[config.mk]
export PLATFORM = sky130hd
export DESIGN_NAME = ahb3_master_bridge
export DESIGN_NICKNAME = d
export VERILOG_FILES = /design/src/rtl/ahb3_master_bridge.sv
export SDC_FILE = /design/constraint.sdc
export NUM_CORES = 1
export LEC_CHECK = 0
export ABC_AREA = 1
export BUFFER_PORTS_ARGS = -buffer_cell sky130_fd_sc_hd__buf_2
export CAP_MARGIN = 20
export CORE_MARGIN = 2
export CORE_UTILIZATION = 47
export CTS_BUF_LIST = sky130_fd_sc_hd__clkbuf_8 sky130_fd_sc_hd__clkbuf_16
export CTS_CLUSTER_DIAMETER = 100
export CTS_CLUSTER_SIZE = 14
export DETAILED_ROUTE_END_ITERATION = 12
export HOLD_SLACK_MARGIN = 0.15
export PLACE_DENSITY_LB_ADDON = 0.2
export SYNTH_ARGS = -nofsm -noshare
export SYNTH_HDL_FRONTEND = slang
export SYNTH_SLANG_ARGS = --single-unit
[constraint.sdc]
create_clock -name hclk -period 6.2 [get_ports hclk]
set_input_delay 0.31 -clock hclk [delete_from_list [all_inputs] [get_ports hclk]]
set_output_delay 0.31 -clock hclk [all_outputs]
set_load 0.02 [all_outputs]
[src/rtl/ahb3_master_bridge.sv]
// Core-side command bridge: buffers valid/ready commands in a small FIFO and issues
// single, non-pipelined AHB3-Lite transfers, returning one response per command.
module ahb3_master_bridge #(
   parameter int         FIFO_AW   = 2,
   parameter logic [3:0] HPROT_VAL = 4'b0011
) (
   input  logic        hclk,
   input  logic        hrst,
   // Both channels use plain valid/ready: a beat transfers on a rising edge where
   // valid && ready; the sender holds valid and its payload stable until then.
   input  logic        cmd_valid,
   output logic        cmd_ready,
   input  logic        cmd_write,
   input  logic [31:0] cmd_addr,
   input  logic [31:0] cmd_wdata,
   input  logic [2:0]  cmd_size,
   output logic        rsp_valid,
   input  logic        rsp_ready,
   output logic [31:0] rsp_rdata,
   output logic        rsp_err,
   output logic        hsel,
   output logic [31:0] haddr,
   output logic        hwrite,
   output logic [2:0]  hsize,
   output logic [2:0]  hburst,
   output logic [3:0]  hprot,
   output logic [1:0]  htrans,
   output logic        hmastlock,
   output logic [31:0] hwdata,
   output logic        hready,
   input  logic [31:0] hrdata,
   input  logic        hreadyout,
   input  logic        hresp,
   output logic [1:0]  dbg_state
);

   localparam int         DEPTH        = 1 << FIFO_AW;
   localparam logic [1:0] TRANS_IDLE   = 2'b00;
   localparam logic [1:0] TRANS_NONSEQ = 2'b10;

   typedef enum logic [1:0] {
      ST_IDLE = 2'd0,
      ST_ADDR = 2'd1,
      ST_DATA = 2'd2
   } state_t;

   state_t state;

   logic [31:0]      addr_mem  [DEPTH];
   logic [31:0]      wdata_mem [DEPTH];
   logic [2:0]       size_mem  [DEPTH];
   logic             write_mem [DEPTH];
   logic [FIFO_AW:0] wr_ptr;
   logic [FIFO_AW:0] rd_ptr;

   logic        empty;
   logic        full;
   logic        push;
   logic        slot_free;
   logic [31:0] head_addr;
   logic [31:0] head_wdata;
   logic [2:0]  head_size;
   logic        head_write;
   logic        head_illegal;

   // Pointers carry one extra wrap bit so full and empty are distinguishable.
   assign empty = (wr_ptr == rd_ptr);
   assign full  = (wr_ptr[FIFO_AW] != rd_ptr[FIFO_AW]) &&
                  (wr_ptr[FIFO_AW-1:0] == rd_ptr[FIFO_AW-1:0]);

   assign cmd_ready = hrst && !full;
   assign push      = cmd_valid && cmd_ready;
   assign slot_free = !rsp_valid || rsp_ready;

   assign head_addr  = addr_mem[rd_ptr[FIFO_AW-1:0]];
   assign head_wdata = wdata_mem[rd_ptr[FIFO_AW-1:0]];
   assign head_size  = size_mem[rd_ptr[FIFO_AW-1:0]];
   assign head_write = write_mem[rd_ptr[FIFO_AW-1:0]];

   assign head_illegal = (head_size > 3'd2) ||
                         ((head_size == 3'd1) && head_addr[0]) ||
                         ((head_size == 3'd2) && (head_addr[1:0] != 2'b00));

   assign hready    = hreadyout;
   assign hburst    = 3'b000;
   assign hprot     = HPROT_VAL;
   assign hmastlock = 1'b0;
   assign dbg_state = state;

   always_ff @(posedge hclk) begin
      if (push) begin
         addr_mem[wr_ptr[FIFO_AW-1:0]]  <= cmd_addr;
         wdata_mem[wr_ptr[FIFO_AW-1:0]] <= cmd_wdata;
         size_mem[wr_ptr[FIFO_AW-1:0]]  <= cmd_size;
         write_mem[wr_ptr[FIFO_AW-1:0]] <= cmd_write;
      end
   end

   always_ff @(posedge hclk) begin
      if (!hrst) begin
         state     <= ST_IDLE;
         wr_ptr    <= '0;
         rd_ptr    <= '0;
         hsel      <= 1'b0;
         htrans    <= TRANS_IDLE;
         haddr     <= '0;
         hwrite    <= 1'b0;
         hsize     <= '0;
         hwdata    <= '0;
         rsp_valid <= 1'b0;
         rsp_rdata <= '0;
         rsp_err   <= 1'b0;
      end else begin
         if (push) begin
            wr_ptr <= wr_ptr + 1'b1;
         end
         if (rsp_valid && rsp_ready) begin
            rsp_valid <= 1'b0;
         end
         case (state)
            ST_IDLE: begin
               if (!empty && slot_free) begin
                  if (head_illegal) begin
                     // Rejected locally: answer with an error and never touch the bus.
                     rd_ptr    <= rd_ptr + 1'b1;
                     rsp_valid <= 1'b1;
                     rsp_err   <= 1'b1;
                     rsp_rdata <= '0;
                  end else begin
                     state  <= ST_ADDR;
                     hsel   <= 1'b1;
                     htrans <= TRANS_NONSEQ;
                     haddr  <= head_addr;
                     hwrite <= head_write;
                     hsize  <= head_size;
                  end
               end
            end
            ST_ADDR: begin
               if (hreadyout) begin
                  state  <= ST_DATA;
                  hsel   <= 1'b0;
                  htrans <= TRANS_IDLE;
                  hwdata <= head_write ? head_wdata : 32'h0;
               end
            end
            ST_DATA: begin
               if (hreadyout) begin
                  state     <= ST_IDLE;
                  rd_ptr    <= rd_ptr + 1'b1;
                  rsp_valid <= 1'b1;
                  rsp_err   <= hresp;
                  rsp_rdata <= (!hwrite && !hresp) ? hrdata : 32'h0;
               end
            end
            default: begin
               state <= ST_IDLE;
            end
         endcase
      end
   end

endmodule

After elaboration in Yosys (flattened, before gate mapping)
Memories as Yosys holds them, arrays and structs flattened. A register that Yosys moved wholly into a read port is not among the register bits.
Cells that the tools add are included.
- add/subtract/negate cells: 2
- multiply operators: 0
- divide/modulo/power cells: 0
- $lt $le $gt $ge: 1
- equal/unequal tests: 12
- shift-type cells: 0
- multiplexer cells: 41
- bitwise logic cells: 1
- reductions and logical operators: 25
- operator list (operator ; count):
    $mux 32 ; 5
    $pmux 32 s2 ; 1
    $mux 2 ; 14
    $mux 1 ; 12
    $reduce_and 4->1 ; 3
    $ne 2x2->1 const B ; 5
    $mux 3 ; 3
    $logic_and 1x1->1 ; 8
    $add 3x1->3 const B ; 2
    $pmux 1 s2 ; 3
    $pmux 2 s3 ; 1
    $pmux 3 s2 ; 1
    $reduce_bool 2->1 ; 3
    $logic_not 1->1 ; 5
    $pmux 2 s2 ; 1
    $eq 3x1->1 const B ; 1
    $eq 3x2->1 const B ; 1
    $eq 3x3->1 ; 1
    $gt 3x2->1 const B ; 1
    $logic_or 1x1->1 ; 3
    $reduce_and 3->1 ; 1
    $eq 2x1->1 const B ; 1
    $eq 2x2->1 ; 1
    $eq 2x2->1 const B ; 1
    other kinds (4) ; 4
- register bits after elaboration: 113
- latch bits: 0
- memory bits (writable): 272
- bits in read-only memories: 0
- input bits: 106
- output and inout port bits: 117
- memories kept: 4
- memory list (name ; depth ; bits a word ; read ports ; clocked after memory_dff ; write ports ; line ; source):
    addr_mem ; 4 ; 32 ; 1 ; 1 ; 1 ; 49 ; logic [31:0] addr_mem [DEPTH];
    wdata_mem ; 4 ; 32 ; 1 ; 1 ; 1 ; 50 ; logic [31:0] wdata_mem [DEPTH];
    size_mem ; 4 ; 3 ; 1 ; 1 ; 1 ; 51 ; logic [2:0] size_mem [DEPTH];
    write_mem ; 4 ; 1 ; 1 ; 1 ; 1 ; 52 ; logic write_mem [DEPTH];

Longest topological paths before layout
Gate-level depths: netlist of run 1.
- depth in word-level cells: 9
- depth in mapped cells: 14
- mapped depth without buffers: 12

Worst setup path after synthesis of run 1
Ideal clock, no wire load.
- path type: register to register
- start: register wr_ptr[0]
- end: register wr_ptr[2]
- setup time: 90 ps
- arrival: 4354 ps
- data required time: 6110 ps
- setup slack: 1756 ps
- stages on the path, launching flop included: 11
- path through: dfxtp_1 > inv_1 > nand2_1 > nand2_1 > nand2_1 > o21ai_0 > inv_1 > nand2_1 > nor2_1 > o21ai_0 > a21oi_1
- longest elaborated chain between the ends: 5
- ends and longest elaborated chain (what ; line ; source):
    start: declaration ; 53 ; logic [FIFO_AW:0] wr_ptr;
    start signal: assignment ; 115 ; wr_ptr <= wr_ptr + 1'b1;
    $eq 2x2->1 ; 69 ; (wr_ptr[FIFO_AW-1:0] == rd_ptr[FIFO_AW-1:0]);
    $logic_and 1x1->1 ; 68 ; assign full = (wr_ptr[FIFO_AW] != rd_ptr[FIFO_AW]) &&
    $logic_not 1->1 ; 71 ; assign cmd_ready = hrst && !full;
    $logic_and 1x1->1 ; 71 ;
    net cmd_ready ; 12 ; output logic cmd_ready,
    $logic_and 1x1->1 ; 72 ; assign push = cmd_valid && cmd_ready;
The timed path passes the listed nets, and every way through them passes these cells.
A chain may end at the register's enable or synchronous reset.

==> results of run 1 <==
==> power breakdown <==
| part | internal (mW) | switching (mW) | total (mW) |
|---|---|---|---|
| registers | 2.98 | 0.153 | 3.13 |
| clock network | 0.898 | 0.856 | 1.75 |
| logic | 0.761 | 1.57 | 2.33 |
| total | 4.64 | 2.58 | 7.22 |
==> through the flow <==
| step | power [mW] | setup slack, ps | hold slack (ps) | cells | cell area, um^2 |
|---|---|---|---|---|---|
| 2_1_floorplan | 4.908 | 1756 | 408.9 | 1380 | 15120 |
| 3_3_place_gp | 5.406 | 2624 | 427.5 | 1907 | 16320 |
| 3_5_place_dp | 5.445 | 2589 | 429.7 | 1907 | 16320 |
| 4_1_cts | 7.253 | 2219 | 234.0 | 2067 | 18230 |
| 5_1_grt | 7.689 | 1844 | 295.5 | 2072 | 18270 |
| 6_report | 7.218 | 2260 | 260.9 | 2073 | 18270 |
==> final timing paths <==
kind | startpoint | end | slack [ps]
max | flip-flop | rsp_rdata[21] | 2260
min | rsp_ready | rsp_valid | 260
max reg2reg | flip-flop | rsp_rdata[21] | 2260
min reg2reg | hsize[2] | hsize[2] | 430
==> layout by cell type, fill, tap and decap left out <==
master,instances
inv_1,79
o21ai_1,1
o21ai_0,130
o22ai_1,62
edfxtp_1,272
inv_4,2
buf_16,1
inv_2,3
dlygate4sd3_1,104
inv_6,1
conb_1,9
nand4_1,30
nor2_8,1
xor2_1,1
dfxtp_2,1
nor2_1,183
ha_1,5
clkbuf_16,31
nand2_2,2
dfxtp_1,111
nor2_2,50
nor2_4,6
buf_4,14
diode_2,5
nand4_4,1
nand2_1,223
a31oi_1,1
nand3_4,1
dfxtp_4,1
buf_2,213
a21oi_1,76
a32o_1,1
nand2_4,2
nand3_1,47
nor3_2,1
==> layout make-up <==
class | instances | area [um^2] | share of cell area, %
Tap cell | 402 | 503.0 | 2.753
Clock buffer | 31 | 775.7 | 4.246
Inverter | 60 | 230.2 | 1.260
Timing Repair Buffer | 332 | 2240 | 12.26
Clock inverter | 25 | 98.84 | 0.5410
Antenna cell | 5 | 12.51 | 0.06848
Sequential cell | 385 | 10440 | 57.11
Multi-Input combinational cell | 833 | 3976 | 21.76
==> worst reg2reg max path, stage by stage, from the launching register on <==
cell and delay, ps:
dfxtp_4 800, inv_4 310, buf_4 530, nand2_1 180, nand3_1 80, nand2_1 220, nand4_4 750, nand3_1 320
nand2_1 60, dlygate4sd3_1 550, nor2_1 80
==> metal layers <==
layer,part of all wire [%],wire length (um)
met1,44,15470
met2,48,16700
met3,6.1,2126
met4,1.6,561
met5,0,0
==> registers in the layout (all words and copies together), names as in the netlist, 2 cells and up, named ones only <==
name / flops
addr_mem: 128
dbg_state: 2
haddr: 32
hsize: 3
hwdata: 32
rd_ptr: 3
rsp_rdata: 32
size_mem: 12
wdata_mem: 128
wr_ptr: 3
write_mem: 4
==> cell families (layout without fill, tap and decap cells) <==
kind of cell	count (synthesis)	count (layout)	share of synthesized area, %
buffers and inverters	162	448	5.000
other	2	14	0.04977
adders and majority gates	5	5	0.4146
AOI/OAI and AO/OA	271	271	9.544
and+or+nand+nor	547	547	15.81
DFF	385	385	69.12
xor gates and xnor gates	1	1	0.05805
==> what timing repair did <==
item | CTS | global route
endpoints found under the hold margin | 306 | 0
endpoints found under the setup margin | 0 | 0
hold buffers | 104 | 0
==> reports/results.tsv, run 1 <==
metric	value	unit
leading area contributor after synthesis	edfxtp_1	
Routed WL per cell	16.81	um
Congestion Overflow GR	0	
R2R cell count	10	
vias in the first global route	10560	
final RePlAce weighted congestion	0.7472	
setup tns final	0	ps
Final period util	63.56	%
Clock transition at path regs	70	ps
most common cell in the netlist	edfxtp_1	
outcome	complete, no violations	
Largest delay share family, worst path	simple AND/OR/NAND/NOR gates	
detailed placer's ending HPWL	20020	um
Most common cell on crit path	nand2_1	
top post-synthesis cells by count	edfxtp_1 (272), nand2_1 (223), nor2_1 (187), o21ai_0 (130), dfxtp_1 (113)	
ys flop type	edfxtp_1	
worst vdd rail ir drop	285.9	uV
clk_lat worst skew	560	ps
sequential cell area fraction in the yosys report	69.12	%
synth warn	0	
CTS Buffer Depth	3	
Iter 0 DRT Violations	746	
global-route wire length before repair	55240	um
1st-pass router iterations	7	
WP buf/inv	3	
Max stage delay on crit path	800	ps
HP Class	in2reg	
Hold Vio Cnt, Final	0	
area grow syn2layout	21.09	%
critical path's slowest cell	dfxtp_4	
row cnt	65	
IO Pins	223	
cts bufs inserted	31	
Sinks on Clock Net	385	
WP depth	10	
total track usage	20.59	%
Max Clk Rate	253.8	MHz
PortBufs	213	
cells after synthesis	1373	
die area	33550	um^2
Synth Area per Inst	10.99	um^2
clock root cell	clkbuf_16	
post-CTS setup buffers	0	
critical path class	reg2reg	
Min-Delay Path Depth	6	
Seq cells post-synth	385	
Slew HR	26.83	%
Worst Path Max Fanout	109	
largest net degree at the start of global routing	110	
max_cap viols	0	
M1 GR Usage	27.14	%
Async S/R FF share, synth	0	%
CP Data Arrival Time	4440	ps
Vias	10760	
DRC Markers	0	
top cells by area, synth	edfxtp_1 (54%), dfxtp_1 (15%), nand2_1 (5.5%)	
post-cts sizing count	0	
Slew @ Worst Pin	1098	ps
gr busiest metal	met2	
Crit. End Element	flip-flop	
antenna-violating nets left	0	
nets@finish	1754	
top cell type's share of synthesized area	54.13	%
layout cells sized above 1	19.87	%
fin util	57.90	%
WP data required	6700	ps
synthesized area	15090	um^2
# H-tree levels	1	
startpoint class of the critical path	flip-flop	
core box area	31560	um^2
FILL cells	2652	
crit-path cells	inv_4 -> buf_4 -> nand2_1 -> nand3_1 -> nand2_1 -> nand4_4 -> nand3_1 -> nand2_1 -> dlygate4sd3_1 -> nor2_1	
grt met3 use	3.713	%
Die Ht	183.2	um
Netlist cell types	31	
CTS tree	done	
routed vias/inst	5.192	
number of synthesized flops with an enable pin	272	
Detailed Route WL	34860	um
met2 GRT Util	35.52	%
Chip Width	183.2	um
clk_skew	9.591	ps
minimum clock period	3940	ps
RSZ-0062 raised after global routing	no	
Cell Pwr Density	395.1	nW/um^2
Final setup viols	0	
leak pwr	7.159	nW
Final Max Tran Viols	0	
initial antenna violation count	5	
Initial Util	47.82	%
Note: power is estimated with default switching activity, not from simulation.
==> run 2, diff against run 1 <==
ABC_AREA = 0   (was 1)
clock period = 4 ns   (was 6.2 ns; I/O delays follow)
==> run 2 against run 1 <==
Net effect:
- wire length is 11% lower
- sequential cell count stayed put
- critical path depth is 3 lower
- non-clock buffer count is 3 higher
- critical path type unchanged
- critical endpoint is now haddr[25]
==> reports/results.tsv, run 2 <==
metric	value	unit	change
global-route wire length before repair	47220	um	-15%
RSZ-0062 raised after global routing	no		
sequential cell area fraction in the yosys report	72.75	%	+3.6 points
clk_lat worst skew	560	ps	about the same
Sinks on Clock Net	385		unchanged
setup tns final	0	ps	unchanged
detailed placer's ending HPWL	18070	um	-9.8%
crit-path cells	mux4_2 -> nor3_2 -> o21a_2 -> buf_4 -> and2_1 -> buf_4 -> o21ai_0		
hold endpoint	rsp_err		
leak pwr	6.458	nW	-9.8%
largest net degree at the start of global routing	60		-45%
Crit. End Element	flip-flop		
minimum clock period	2987	ps	-953.4 ps
Seq cells post-synth	385		unchanged
fin util	59.15	%	+1.3 points
Chip Width	178.7	um	-2.5%
initial antenna violation count	2		-3
Most common cell on crit path	buf_4		
Synth Area per Inst	16.11	um^2	+47%
vias in the first global route	8534		-19%
top post-synthesis cells by count	edfxtp_1 (272), nand2_1 (138), dfxtp_1 (113), mux4_2 (68), clkbuf_1 (39)		
cells after synthesis	890		-35%
outcome	complete, no violations		
WP data required	4420	ps	-2280 ps
core box area	29870	um^2	-5.3%
worst hold slack	167.7	ps	-93.21 ps
nets@finish	1305		-26%
PortBufs	213		unchanged
max_cap viols	0		unchanged
# H-tree levels	1		unchanged
fin area	17670	um^2	-3.3%
WP buf/inv	2		-1
critical path class	reg2reg		
worst hold start	hresp		
Vias	8455		-21%
antenna-violating nets left	0		unchanged
startpoint class of the critical path	flip-flop		
CTS tree	done		
R2R cell count	7		-3
Detailed Route WL	30950	um	-11%
Largest delay share family, worst path	buffers and inverters		
fraction of the mapped netlist area in adder cells	0.4363	%	+0.022 points
post-CTS setup buffers	0		unchanged
top cell type's share of synthesized area	56.97	%	+2.8 points
Slew HR	45.25	%	+18 points
Max Clk Rate	334.8	MHz	+32%
Congestion Overflow GR	0		unchanged
synth warn	0		unchanged
total track usage	19.23	%	-1.4 points
cts bufs inserted	31		unchanged
Register Area	10440	um^2	about the same
Final Max Tran Viols	0		unchanged
Cell Pwr Density	513.3	nW/um^2	+30%
routed vias/inst	5.252		+1.1%
most frequent cells in the layout	edfxtp_1 (272), buf_2 (212), nand2_1 (138)		
most frequent standard cell in the layout excluding fill and tap cells	edfxtp_1		
final RePlAce weighted congestion	0.7416		-0.75%
DRC Markers	0		unchanged
1st-pass router iterations	5		-2
leading area contributor after synthesis	edfxtp_1		
die area	31920	um^2	-4.9%
Clock transition at path regs	70	ps	about the same
Min-Delay Path Depth	4		-2
most common cell in the netlist	edfxtp_1		
Slew @ Worst Pin	821.3	ps	-276.3 ps
IO Pins	223		unchanged
Reg-to-Reg End	haddr[25]		
internal reg-to-reg setup slack	1010	ps	-1250 ps
synthesized area	14340	um^2	-5.0%
combinational family with the most area after synthesis	multiplexers		
clk_skew	13.60	ps	+4.011 ps
CP Data Arrival Time	3410	ps	-1030 ps
layout cells sized above 1	28.00	%	+8.1 points
Routed WL per cell	19.22	um	+14%
HP Class	in2reg		
Worst Path Max Fanout	37		-66%
post-synthesis compound-gate area fraction	2.923	%	-6.6 points
Final period util	74.68	%	+11 points
number of synthesized flops with an enable pin	272		unchanged
clock root cell	clkbuf_16		
Async S/R FF share, synth	0	%	unchanged
Netlist cell types	38		+23%
Synth Area in Simple Gates	7.496	%	-8.3 points
CTS Buffer Depth	3		unchanged
top cells by area, synth	edfxtp_1 (57%), dfxtp_1 (16%), mux4_2 (11%)		
Die Ht	178.7	um	-2.5%
Max stage delay on crit path	590	ps	-210 ps
ys flop type	edfxtp_1		
Hold Vio Cnt, Final	0		unchanged
Multi-input gate area	3547	um^2	-11%
Iter 0 DRT Violations	602		-19%
worst vdd rail ir drop	391.8	uV	+37%
Synth Area in XOR/XNOR	0.3054	%	+0.25 points
FILL cells	2336		-12%
Initial Util	47.99	%	+0.17 points
row cnt	63		-3.1%
Final setup viols	0		unchanged
critical path's slowest cell	mux4_2		
area grow syn2layout	23.26	%	
WP depth	7		-3
post-synthesis mux area share	13.13	%	+13 points
DP Area	15740	um^2	-3.5%
run 2: changes by cell type after synthesis, sizes merged, moves of 35 or more:
cell   previous run  this run
mux2i             0        35
o21ai           131        36
nand2           227       138
a21oi            76        38
mux4              0        68
nor2            240         5
o22ai            62         0
inv              60         5
run 2: metal layers:
| metal | routed length, um | share of wire, % | global-route usage (%) |
|---|---|---|---|
| met1 | 13420 | 43 | 25.83 |
| met2 | 15080 | 49 | 33.11 |
| met3 | 1953 | 6.3 | 3.393 |
| met4 | 490 | 1.6 | 4.031 |
| met5 | 0 | 0 | 0 |
run 2: final cells by class:
type / count / area share (%)
clock buffer: 31 / 4.390
tap: 390 / 2.761
antenna: 2 / 0.02832
multi-input combinational: 436 / 20.07
sequential: 385 / 59.06
inverter: 5 / 0.1062
timing repair buffer: 335 / 13.00
clock inverter: 26 / 0.5806
run 2: worst reg2reg max path, delay by kind of cell, from the launching register on:
| kind | cells | cell delay, ps |
|---|---|---|
| buffers and inverters | 2 | 780 |
| multiplexers | 1 | 600 |
| flip-flops | 1 | 550 |
| AO/OA/AOI/OAI | 2 | 520 |
| AND/OR/NAND/NOR | 2 | 410 |
run 2: stage by stage:
step	total power [mW]	instances	setup WS (ps)
after floorplan	5.982	897	684.6
after global placement	6.384	1446	1071
after detailed placement	6.398	1446	968.1
after CTS	9.179	1608	959.5
after global routing	9.461	1610	825.7
final	9.071	1610	1013
run 2: cell families (layout without fill, tap and decap cells):
| group | after synthesis | after routing |
|---|---|---|
| other cells | 2 | 11 |
| compound gates | 80 | 80 |
| flops | 385 | 385 |
| fa+ha+maj | 5 | 5 |
| xor+xnor | 5 | 5 |
| buf+inv | 76 | 397 |
| simple gates | 234 | 234 |
| mux | 103 | 103 |
run 2: power breakdown:
part | switching, mW | total, mW | internal (mW)
registers | 0.135 | 4.59 | 4.46
clock network | 1.31 | 2.70 | 1.39
logic | 1.02 | 1.77 | 0.756
run 2: timing repair:
action,4_1_cts,5_1_grt
hold buffers,105,0
endpoints found under the hold margin,310,0
resized for setup,0,0
run 2: how the worst max path moves through the flow:
stage / end / slack, ps / from
2_1_floorplan: addr_mem[3][0] / 680 / wr_ptr[1]
3_3_place_gp: haddr[5] / 1070 / flip-flop
3_5_place_dp: haddr[25] / 970 / flip-flop
4_1_cts: haddr[25] / 960 / flip-flop
5_1_grt: haddr[25] / 830 / flip-flop
6_report: haddr[25] / 1010 / flip-flop
==> run 3, diff against run 2 <==
clock period = 2.45 ns   (was 4 ns; I/O delays follow)
==> run 3 against run 2 <==
Net effect:
- total power rose by 65%
- clock power rose by 63%
- utilization grew 0.66 points
- first-iteration DRC count down 27%
- global-route usage rose by 0.25 points
- cell area up 1.1%
- register-to-register slack worse by 820 ps
- critical path type unchanged
- critical endpoint is now hsel
- largest cell class unchanged
- largest power group unchanged
==> reports/results.tsv, run 3 (synthesized netlist as in run 2, its figures left out) <==
metric	value	unit	change
outcome	complete, no violations		
row cnt	63		unchanged
layout cells sized above 1	28.62	%	+0.62 points
hold endpoint	addr_mem[1][7]		
Hold Vio Cnt, Final	0		unchanged
initial antenna violation count	2		unchanged
most frequent cells in the layout	edfxtp_1 (272), buf_2 (212), nand2_1 (138)		
critical path's slowest cell	mux4_2		
routed vias/inst	5.246		-0.10%
Register Area	10440	um^2	unchanged
Final WS setup	188.6	ps	-824.3 ps
worst hold start	cmd_addr[7]		
internal reg-to-reg setup slack	190	ps	-820 ps
Detailed Route WL	31750	um	+2.6%
FILL cells	2274		-2.7%
Vias	8504		+0.58%
antenna-violating nets left	0		unchanged
DRC Markers	0		unchanged
Slew HR	47.25	%	+2.0 points
# H-tree levels	1		unchanged
Iter 0 DRT Violations	441		-27%
die area	31920	um^2	unchanged
post-cts sizing count	0		unchanged
Reg-to-Reg End	hsel		
Die Ht	178.7	um	unchanged
number of hold-repair buffers added at the cts stage	105		unchanged
dpl cells	1456		+0.69%
area grow syn2layout	24.64	%	
final RePlAce weighted congestion	0.7024		-5.3%
leak pwr	6.555	nW	+1.5%
detailed placer's ending HPWL	18530	um	+2.6%
WP data required	2930	ps	-1490 ps
IO Pins	223		unchanged
Multi-input gate area	3547	um^2	unchanged
Sinks on Clock Net	385		unchanged
Clock transition at path regs	70	ps	about the same
CP Data Arrival Time	2740	ps	-670 ps
HP Class	in2reg		
Chip Width	178.7	um	unchanged
Final Max Tran Viols	0		unchanged
nets@finish	1317		+0.92%
clk_lat worst skew	560	ps	about the same
setup tns final	0	ps	unchanged
vias in the first global route	8439		-1.1%
fin area	17870	um^2	+1.1%
Min-Delay Path Depth	2		-2
WP buf/inv	1		-1
total track usage	19.48	%	+0.25 points
PortBufs	213		unchanged
Final period util	92.30	%	+18 points
R2R cell count	6		-1
worst vdd rail ir drop	592.8	uV	+51%
Worst Path Max Fanout	35		-5.4%
crit-path cells	mux4_2 -> nor3_2 -> o21a_2 -> buf_4 -> a21oi_1 -> nor3_1		
clk_skew	14.15	ps	+0.5485 ps
RSZ-0062 raised after global routing	no		
Crit. End Element	flip-flop		
1st-pass router iterations	4		-1
post-CTS setup buffers	0		unchanged
most frequent standard cell in the layout excluding fill and tap cells	edfxtp_1		
Largest delay share family, worst path	multiplexers		
global-route wire length before repair	47490	um	+0.58%
Slew @ Worst Pin	791.2	ps	-30.04 ps
pre-CTS WS	210.2	ps	-757.9 ps
clock root cell	clkbuf_16		
Final setup viols	0		unchanged
Initial Util	47.99	%	unchanged
max_cap viols	0		unchanged
worst hold slack	321.6	ps	+153.9 ps
CTS tree	done		
Cell Pwr Density	835.4	nW/um^2	+63%
Congestion Overflow GR	0		unchanged
largest net degree at the start of global routing	110		+83%
startpoint class of the critical path	flip-flop		
minimum clock period	2261	ps	-725.7 ps
DP Area	15900	um^2	+1.0%
core box area	29870	um^2	unchanged
cts bufs inserted	31		unchanged
CTS Buffer Depth	3		unchanged
critical path class	reg2reg		
Max Clk Rate	442.2	MHz	+32%
Max stage delay on crit path	560	ps	-30 ps
Final Non-Filler Cells	1621		+0.68%
Routed WL per cell	19.59	um	+1.9%
[run 3: cell types whose count changed in the layout (fill, tap and decap cells not counted), sizes merged]
cell / previous run / this run
inv: 30 / 31
dlygate4sd3: 105 / 106
buf: 230 / 241
diode: 2 / 1
clkinv: 1 / 0
[run 3: worst max path at each step]
stage | slack (ps) | depth (start not counted) | end | start
3_5_place_dp | 210 | 6 | haddr[10] | flip-flop
3_3_place_gp | 240 | 6 | hsel | flip-flop
2_1_floorplan | -110 | 3 | addr_mem[3][0] | wr_ptr[1]
6_report | 190 | 6 | hsel | flip-flop
4_1_cts | 190 | 6 | haddr[28] | flip-flop
5_1_grt | 10 | 6 | hsel | flip-flop
[run 3: where the power goes]
part / internal [mW] / switching [mW]
Clock: 2.27 / 2.14
Combinational: 1.32 / 1.74
Sequential: 7.28 / 0.170
Total: 10.9 / 4.05
[run 3: worst reg2reg max path, stage by stage (launching register included)]
cell	delay, ps
dfxtp_4	430
mux4_2	560
nor3_2	220
o21a_2	220
buf_4	420
a21oi_1	160
nor3_1	170
[run 3: per-stage QoR]
step / util (%) / power, mW
3_5_place_dp: 53.22 / 10.56
3_3_place_gp: 53.22 / 10.52
4_1_cts: 59.68 / 15.11
5_1_grt: 59.81 / 15.58
2_1_floorplan: - / 9.763
6_report: 59.81 / 14.93
[run 3: cell type report]
class	count	share of cell area, %
antenna	1	0.01400
multi-input combinational	436	19.85
clock inverter	26	0.5741
inverter	5	0.1050
sequential	385	58.41
clock buffer	31	4.341
timing repair buffer	347	13.98
tap	390	2.731
[run 3: layer usage]
layer  global-route usage [%]  vias to the layer above  share of wire (%)
li1                         -                     3992                  -
met1                    25.43                     4240                 43
met2                    34.48                      235                 50
met3                    3.329                       35                5.7
met4                    3.963                        2                1.4
met5                        0                        -              0.035
